File: src/rtl/rng_collector.sv
// rng_collector: gathers 4-bit PRNG nibbles into 16-bit words, hands them to a
// consumer through a one-deep output register, and runs a repetition-count
// health test that flags a source producing the same nibble too many times.
module rng_collector #(
   parameter int REP_LIMIT = 8
) (
   input  logic        clk,
   input  logic        res,
   input  logic [3:0]  din,
   input  logic        din_done,
   input  logic        rd,
   output logic [15:0] word,
   output logic        word_valid,
   output logic        overrun,
   output logic        stuck
);

   typedef enum logic {
      EMPTY = 1'b0,
      FULL  = 1'b1
   } out_state_t;

   localparam logic [3:0] LIMIT = 4'(REP_LIMIT);

   out_state_t  state;
   logic [1:0]  nib_idx;
   logic [15:0] asm_reg;
   logic [3:0]  last_nib;
   logic [3:0]  run_cnt;
   logic [3:0]  run_cnt_next;
   logic        complete;
   logic [15:0] new_word;

   // The fourth nibble finishes a word; it goes straight into the top bits
   // so the word can be loaded in the same cycle it arrives.
   assign complete = din_done && (nib_idx == 2'd3);
   assign new_word = {din, asm_reg[11:0]};

   // Next run length: a zero counter means no nibble seen since reset, so
   // the first nibble always starts a run of one; repeats saturate at 15.
   always_comb begin
      run_cnt_next = 4'd1;
      if (run_cnt != 4'd0 && din == last_nib) begin
         run_cnt_next = (run_cnt == 4'd15) ? 4'd15 : run_cnt + 4'd1;
      end
   end

   // Nibble assembly and repetition health test; both keep running no matter
   // what the output side is doing.
   always_ff @(posedge clk) begin
      if (res) begin
         nib_idx  <= 2'd0;
         asm_reg  <= 16'h0000;
         last_nib <= 4'h0;
         run_cnt  <= 4'd0;
         stuck    <= 1'b0;
      end else if (din_done) begin
         asm_reg[4*nib_idx +: 4] <= din;
         nib_idx  <= nib_idx + 2'd1;
         last_nib <= din;
         run_cnt  <= run_cnt_next;
         if (run_cnt_next == LIMIT) begin
            stuck <= 1'b1;
         end
      end
   end

   // Output handshake: a completed word is loaded when the register is empty
   // or being emptied this cycle, otherwise it is dropped and overrun is set.
   always_ff @(posedge clk) begin
      if (res) begin
         state      <= EMPTY;
         word       <= 16'h0000;
         word_valid <= 1'b0;
         overrun    <= 1'b0;
      end else begin
         case (state)
            EMPTY: begin
               if (complete) begin
                  word       <= new_word;
                  word_valid <= 1'b1;
                  state      <= FULL;
               end
            end
            FULL: begin
               if (complete) begin
                  if (rd) begin
                     word <= new_word;
                  end else begin
                     overrun <= 1'b1;
                  end
               end else if (rd) begin
                  word_valid <= 1'b0;
                  state      <= EMPTY;
               end
            end
            default: begin
               state      <= EMPTY;
               word_valid <= 1'b0;
            end
         endcase
      end
   end

endmodule

File: config.mk
export PLATFORM = sky130hd
export DESIGN_NAME = rng_collector
export DESIGN_NICKNAME = d
export VERILOG_FILES = /design/src/rtl/rng_collector.sv
export SDC_FILE = /design/constraint.sdc
export NUM_CORES = 1
export LEC_CHECK = 0
export ABC_AREA = 0
export BUFFER_PORTS_ARGS = -buffer_cell sky130_fd_sc_hd__clkbuf_2
export CORE_UTILIZATION = 26
export DETAILED_ROUTE_END_ITERATION = 8
export PLACE_DENSITY_LB_ADDON = 0.15
export SYNTH_ARGS = -nofsm -noshare
export SYNTH_HDL_FRONTEND = slang
export SYNTH_SLANG_ARGS = --single-unit
File: constraint.sdc
create_clock -name clk -period 2.1 [get_ports clk]
set_input_delay 0.105 -clock clk [delete_from_list [all_inputs] [get_ports clk]]
set_output_delay 0.105 -clock clk [all_outputs]
set_load 0.01 [all_outputs]
Yosys cells after proc, flatten, opt, wreduce, memory -nomap -nowiden
Cells that the tools add are included.
{"block": "word_totals", "register_bits": 46, "out_inout_bits": 19, "elab_cells": 46}
{"block": "op_classes", "add_sub_neg": 3, "n_eq_ne": 8, "n_shift": 2, "mux": 15, "bitwise_logic": 2, "reduce_logical": 7}
{"op": "16-bit 2-to-1 mux", "count": 3}
{"op": "4-bit negator with 34-bit output", "count": 1}
{"op": "4-bit by 34-bit variable shift with 16-bit output (first input constant)", "count": 1}
{"op": "4-bit by 34-bit indexed part select with 16-bit output", "count": 1}
{"op": "16-bit case mux with 2 select lines", "count": 1}
{"op": "16-bit bitwise mux", "count": 1}
{"op": "3-bit AND reduction", "count": 3}
{"op": "4-bit == test (second input constant)", "count": 2}
{"op": "4-bit 2-to-1 mux", "count": 2}
{"op": "1-bit 2-to-1 mux", "count": 6}
{"op": "2-bit inequality test (second input constant)", "count": 3}
{"op": "4-bit by 1-bit adder with 4-bit output (second input constant)", "count": 1}
{"op": "4-bit == test", "count": 1}
{"op": "1-bit case mux with 2 select lines", "count": 2}
{"op": "4-bit nonzero test", "count": 1}
{"op": "2-bit by 1-bit adder with 2-bit output (second input constant)", "count": 1}
{"op": "2-bit == test (second input constant)", "count": 1}
{"op": "1-bit logical AND", "count": 2}
{"op": "2-bit by 1-bit inequality test with 1-bit output (second input constant)", "count": 1}
{"op": "1-bit NOT", "count": 2}
{"op": "2-bit AND reduction", "count": 1}

Longest topological paths before layout
{"block": "depth", "word_depth": 5, "ltp_mapped": 9}

Worst setup path before layout
Ideal clock, no wire load.
{"block": "synth_timing", "path_kind": "register to register", "from": "register nib_idx[0]", "to": "register word[1]", "setup_ns": 0.135, "arrival_time_ns": 1.743, "t_required_ns": 1.965, "path_slack_ns": 0.222, "path_stages_with_launch": 9, "n_path_buf": 2, "synth_period_minus_slack_ns": 1.878, "cell_sequence": "dfxtp_1 > ha_1 > nand2_1 > ha_1 > or3_1 > clkbuf_2 > buf_6 > nand2_1 > a21oi_1"}
{"block": "synth_via", "elab_chain_len": 4, "word_cells_on_any_way": 5}
{"element": "start, declared", "line": "26", "text": "logic [1:0] nib_idx;"}
{"element": "start signal, assigned", "line": "59", "text": "nib_idx <= nib_idx + 2'd1;"}
{"element": "2-bit == test (*)", "line": "36", "text": "assign complete = din_done && (nib_idx == 2'd3);"}
{"element": "1-bit logical AND (*)", "line": "36"}
{"element": "2-bit inequality test (no line) / 2-bit by 1-bit inequality test with 1-bit output (equally long branches)"}
{"element": "3-bit AND reduction (no line) (*)"}
{"element": "end signal, assigned", "line": "80", "text": "word <= new_word;"}
{"element": "end signal, assigned", "line": "88", "text": "word <= new_word;"}
{"element": "end, declared", "line": "12", "text": "output logic [15:0] word,"}
Mark *: on every way between the ends. The rest lies on a longest branch, timed or not.
A chain may end at the register's enable or synchronous reset.

Worst setup path after layout
{"block": "layout_timing", "from": "register nib_idx[1]", "to": "register word[5]"}
The elaborated chain is that of the path after synthesis.

==> results.tsv <==
stage	metric	value	unit
drt	WL per Instance	12.6	µm
setup_path	worst setup path start	nib_idx[1]$_SDFFE_PP0P_	
global_route	met1 GRT Util	15.4	%
drt	drt initial violations	39	
cells_and_area	Ant. Diodes	0	
setup_path	RR Endpoint	word[5]$_SDFFE_PP0P_	
global_route	Total Routing Usage GR	11.2	%
setup_path	crit path DAT	2.10	ns
sta	maximum clock frequency	520	MHz
global_route	met3 usage	2.43	%
placement	Placed Area	2000	µm²
sta	Slew HR	58.4	%
sta	RSZ-0062 raised after global routing	false	
synthesis	Synth area leaders	dfxtp_1 (47%), nand2_1 (8.2%), ha_1 (6.3%), a21oi_1 (5.6%), a22oi_1 (5.4%)	
global_route	Congestion Overflow GR	0	
sta	Tcrit/Tclk final	91.6	%
setup_path	Crit Reg-Reg Startpoint	nib_idx[1]$_SDFFE_PP0P_	
sta	final hold slack	0.142	ns
sta	Final min period	1.92	ns
min_path	Hold Path Class	in -> reg	
clock_network	setup repair bufs after CTS	0	
global_route	met2 Usage GRT	16.7	%
cells_and_area	share of cells above drive strength 1	21.1	%
floorplanning	chip height	85.0	µm
setup_path	WS Path Type	reg -> reg	
clock_network	post-CTS sizing	0	
drt	DRT Wirelength	3780	µm
synthesis	Synth Cell Area	1790	µm²
setup_path	CP Cell Sequence	ha_1 -> nand2_1 -> ha_1 -> or3_1 -> nand2_1 -> a21oi_1	
sta	Hold Violations, Final	0	
setup_path	CP required	2.27	ns
floorplanning	# rows	29	
global_route	layer with the highest usage	met2	
clock_network	cts bufs inserted	5	
floorplanning	I/O pin count	27	
placement	DP HPWL	2580	µm
sta	Final setup viols	0	
setup_path	slowest stage delay, CP	0.66	ns
clock_network	CTS root buf	clkbuf_8	
drt	DRT Pass-1 Iters	4	
cells_and_area	design area	2110	µm²
cells_and_area	Post-Layout Cell Count	300	
drt	vias per cell	4.50	
setup_path	Reg2Reg Depth	6	
clock_network	clock transition at the registers of the reported paths	0.08	ns
synthesis	EDFF count, synth	0	
placement	gpl congestion	0.671	
setup_path	Crit. End Element	register	
synthesis	Synth cell types	34	
drt	via count	1349	
sta	clock skew	0.00773	ns
cells_and_area	Final Net Count	239	
power	VDD IR max	227	µV
power	Pleak	0.822	nW
cells_and_area	post-layout util	32.4	%
clock_network	H-tree depth	2	
global_route	vias in the first global route	1303	
setup_path	CP startpoint kind	register	
synthesis	Synth Instances	195	
drt	post-route ant nets	0	
synthesis	most frequent cell after synthesis	dfxtp_1	
outcome	status	completed	
cells_and_area	area of the multi-input gates	868	µm²
global_route	initial antenna violation count	0	
synthesis	Seq/Total Area, Yosys	46.9	%
floorplanning	Die X	85.0	µm
synthesis	largest area contributor in the netlist	dfxtp_1	
sta	TNS Setup	0	ns
synthesis	ys flop type	dfxtp_1	
run	max-cap violation count	0	
cells_and_area	fillers	694	
synthesis	YS warnings	0	
setup_path	R2R setup slack	0.18	ns
cells_and_area	FF/Latch Area	841	µm²
cells_and_area	Synth-to-Final Area Change	17.5	%
synthesis	#FFs+latches synth	42	
floorplanning	DIE AREA	7230	µm²
setup_path	CP max stage cell	or3_1	
clock_network	clock sink count	42	
sta	Worst-Margin Slew	0.624	ns
synthesis	Synth Net Count	212	
setup_path	Critical Path End	word[5]$_SDFFE_PP0P_	
clock_network	CTS tree	built	
placement	Placed Instances	292	
floorplanning	Core ar.	6490	µm²
synthesis	Yosys top cell area share	46.9	%
clock_network	CTS Buffer Depth	2	
floorplanning	initial core utilization	27.6	%
synthesis	Async S/R FF share, synth	0	%
global_route	first-pass GRT wire length	6230	µm
synthesis	Avg Cell Area, Syn	9.19	µm²
placement	IO Port Bufs	26	
cells_and_area	Largest register FFs	16	
setup_path	CP Max Fanout	16	
clock_network	cts hold-fix bufs	0	
sta	max-slew violations	0	
synthesis	Post-synth top cells	dfxtp_1 (42), nand2_1 (39), nor2_1 (23)	
clock_network	worst-skew pair later-pin latency	0.29	ns
drt	# DRC	0	
global_route	pin count of the biggest net entering global routing	30	
power	PD cells	764	nW/µm²
-- kinds of logic after synthesis --
family                   synth area share (%)
flip-flops                               46.9
multiplexers                             3.35
adder cells (fa/ha/maj)                  6.29
AND/OR/NAND/NOR                          21.3
buffers and inverters                    4.61
XOR/XNOR                                 2.44
AO/OA/AOI/OAI                            15.1
-- final cells by class --
type / instances / share of cell area [%]
multi-input combinational: 135 / 41.2
sequential: 42 / 39.9
timing repair buffer: 30 / 7.61
tap: 77 / 4.58
clock buffer: 6 / 3.45
clock inverter: 2 / 1.78
inverter: 8 / 1.43
-- per-layer routing --
metal | routed length (µm) | up-vias
met5 | 0 | -
met3 | 115 | 5
met1 | 2030 | 609
li1 | - | 717
met2 | 1570 | 18
met4 | 59 | 0
-- critical path: cells and delay by family, from the launching register on --
kind | cells | cell delay (ns)
fa+ha+maj | 2 | 0.44
simple gates | 3 | 0.91
flops | 1 | 0.38
compound gates | 1 | 0.07
-- report_power, final --
group / leakage, nW / internal [mW] / switching [mW]
clock: 0.0514 / 0.355 / 0.283
combinational: 0.431 / 0.0548 / 0.0924
sequential: 0.340 / 0.813 / 0.0111
total: 0.822 / 1.22 / 0.386
-- worst min-delay path by stage --
stage | start | to | slack (ns) | cells past startpoint
6_report | din[3] | word[15]$_SDFFE_PP0P_ | 0.14 | 3
5_1_grt | rd | word_valid$_SDFFE_PP0P_ | 0.16 | 4
4_1_cts | din[3] | word[15]$_SDFFE_PP0P_ | 0.14 | 3
3_3_place_gp | asm_reg[9]$_SDFFE_PP0P_ | word[9]$_SDFFE_PP0P_ | 0.44 | 2
3_5_place_dp | word[0]$_SDFFE_PP0P_ | word[0]$_SDFFE_PP0P_ | 0.45 | 2
2_1_floorplan | din[0] | word[12]$_SDFFE_PP0P_ | 0.24 | 2
-- layout by cell type, fill, tap and decap left out, types with 5 or more instances in the layout --
cell type	count
a21oi_1	20
a22oi_1	13
clkbuf_2	26
clkbuf_8	5
dfxtp_1	42
ha_1	9
inv_1	7
mux2i_1	6
nand2_1	39
nor2_1	23
-- stage by stage --
stage	power, mW	setup WS (ns)
3_3_place_gp	0.992	0.212
6_report	1.61	0.175
2_1_floorplan	0.948	0.222
3_5_place_dp	0.992	0.145
5_1_grt	1.68	0.0153
4_1_cts	1.63	0.129
Power figures use the tool's default switching activity.
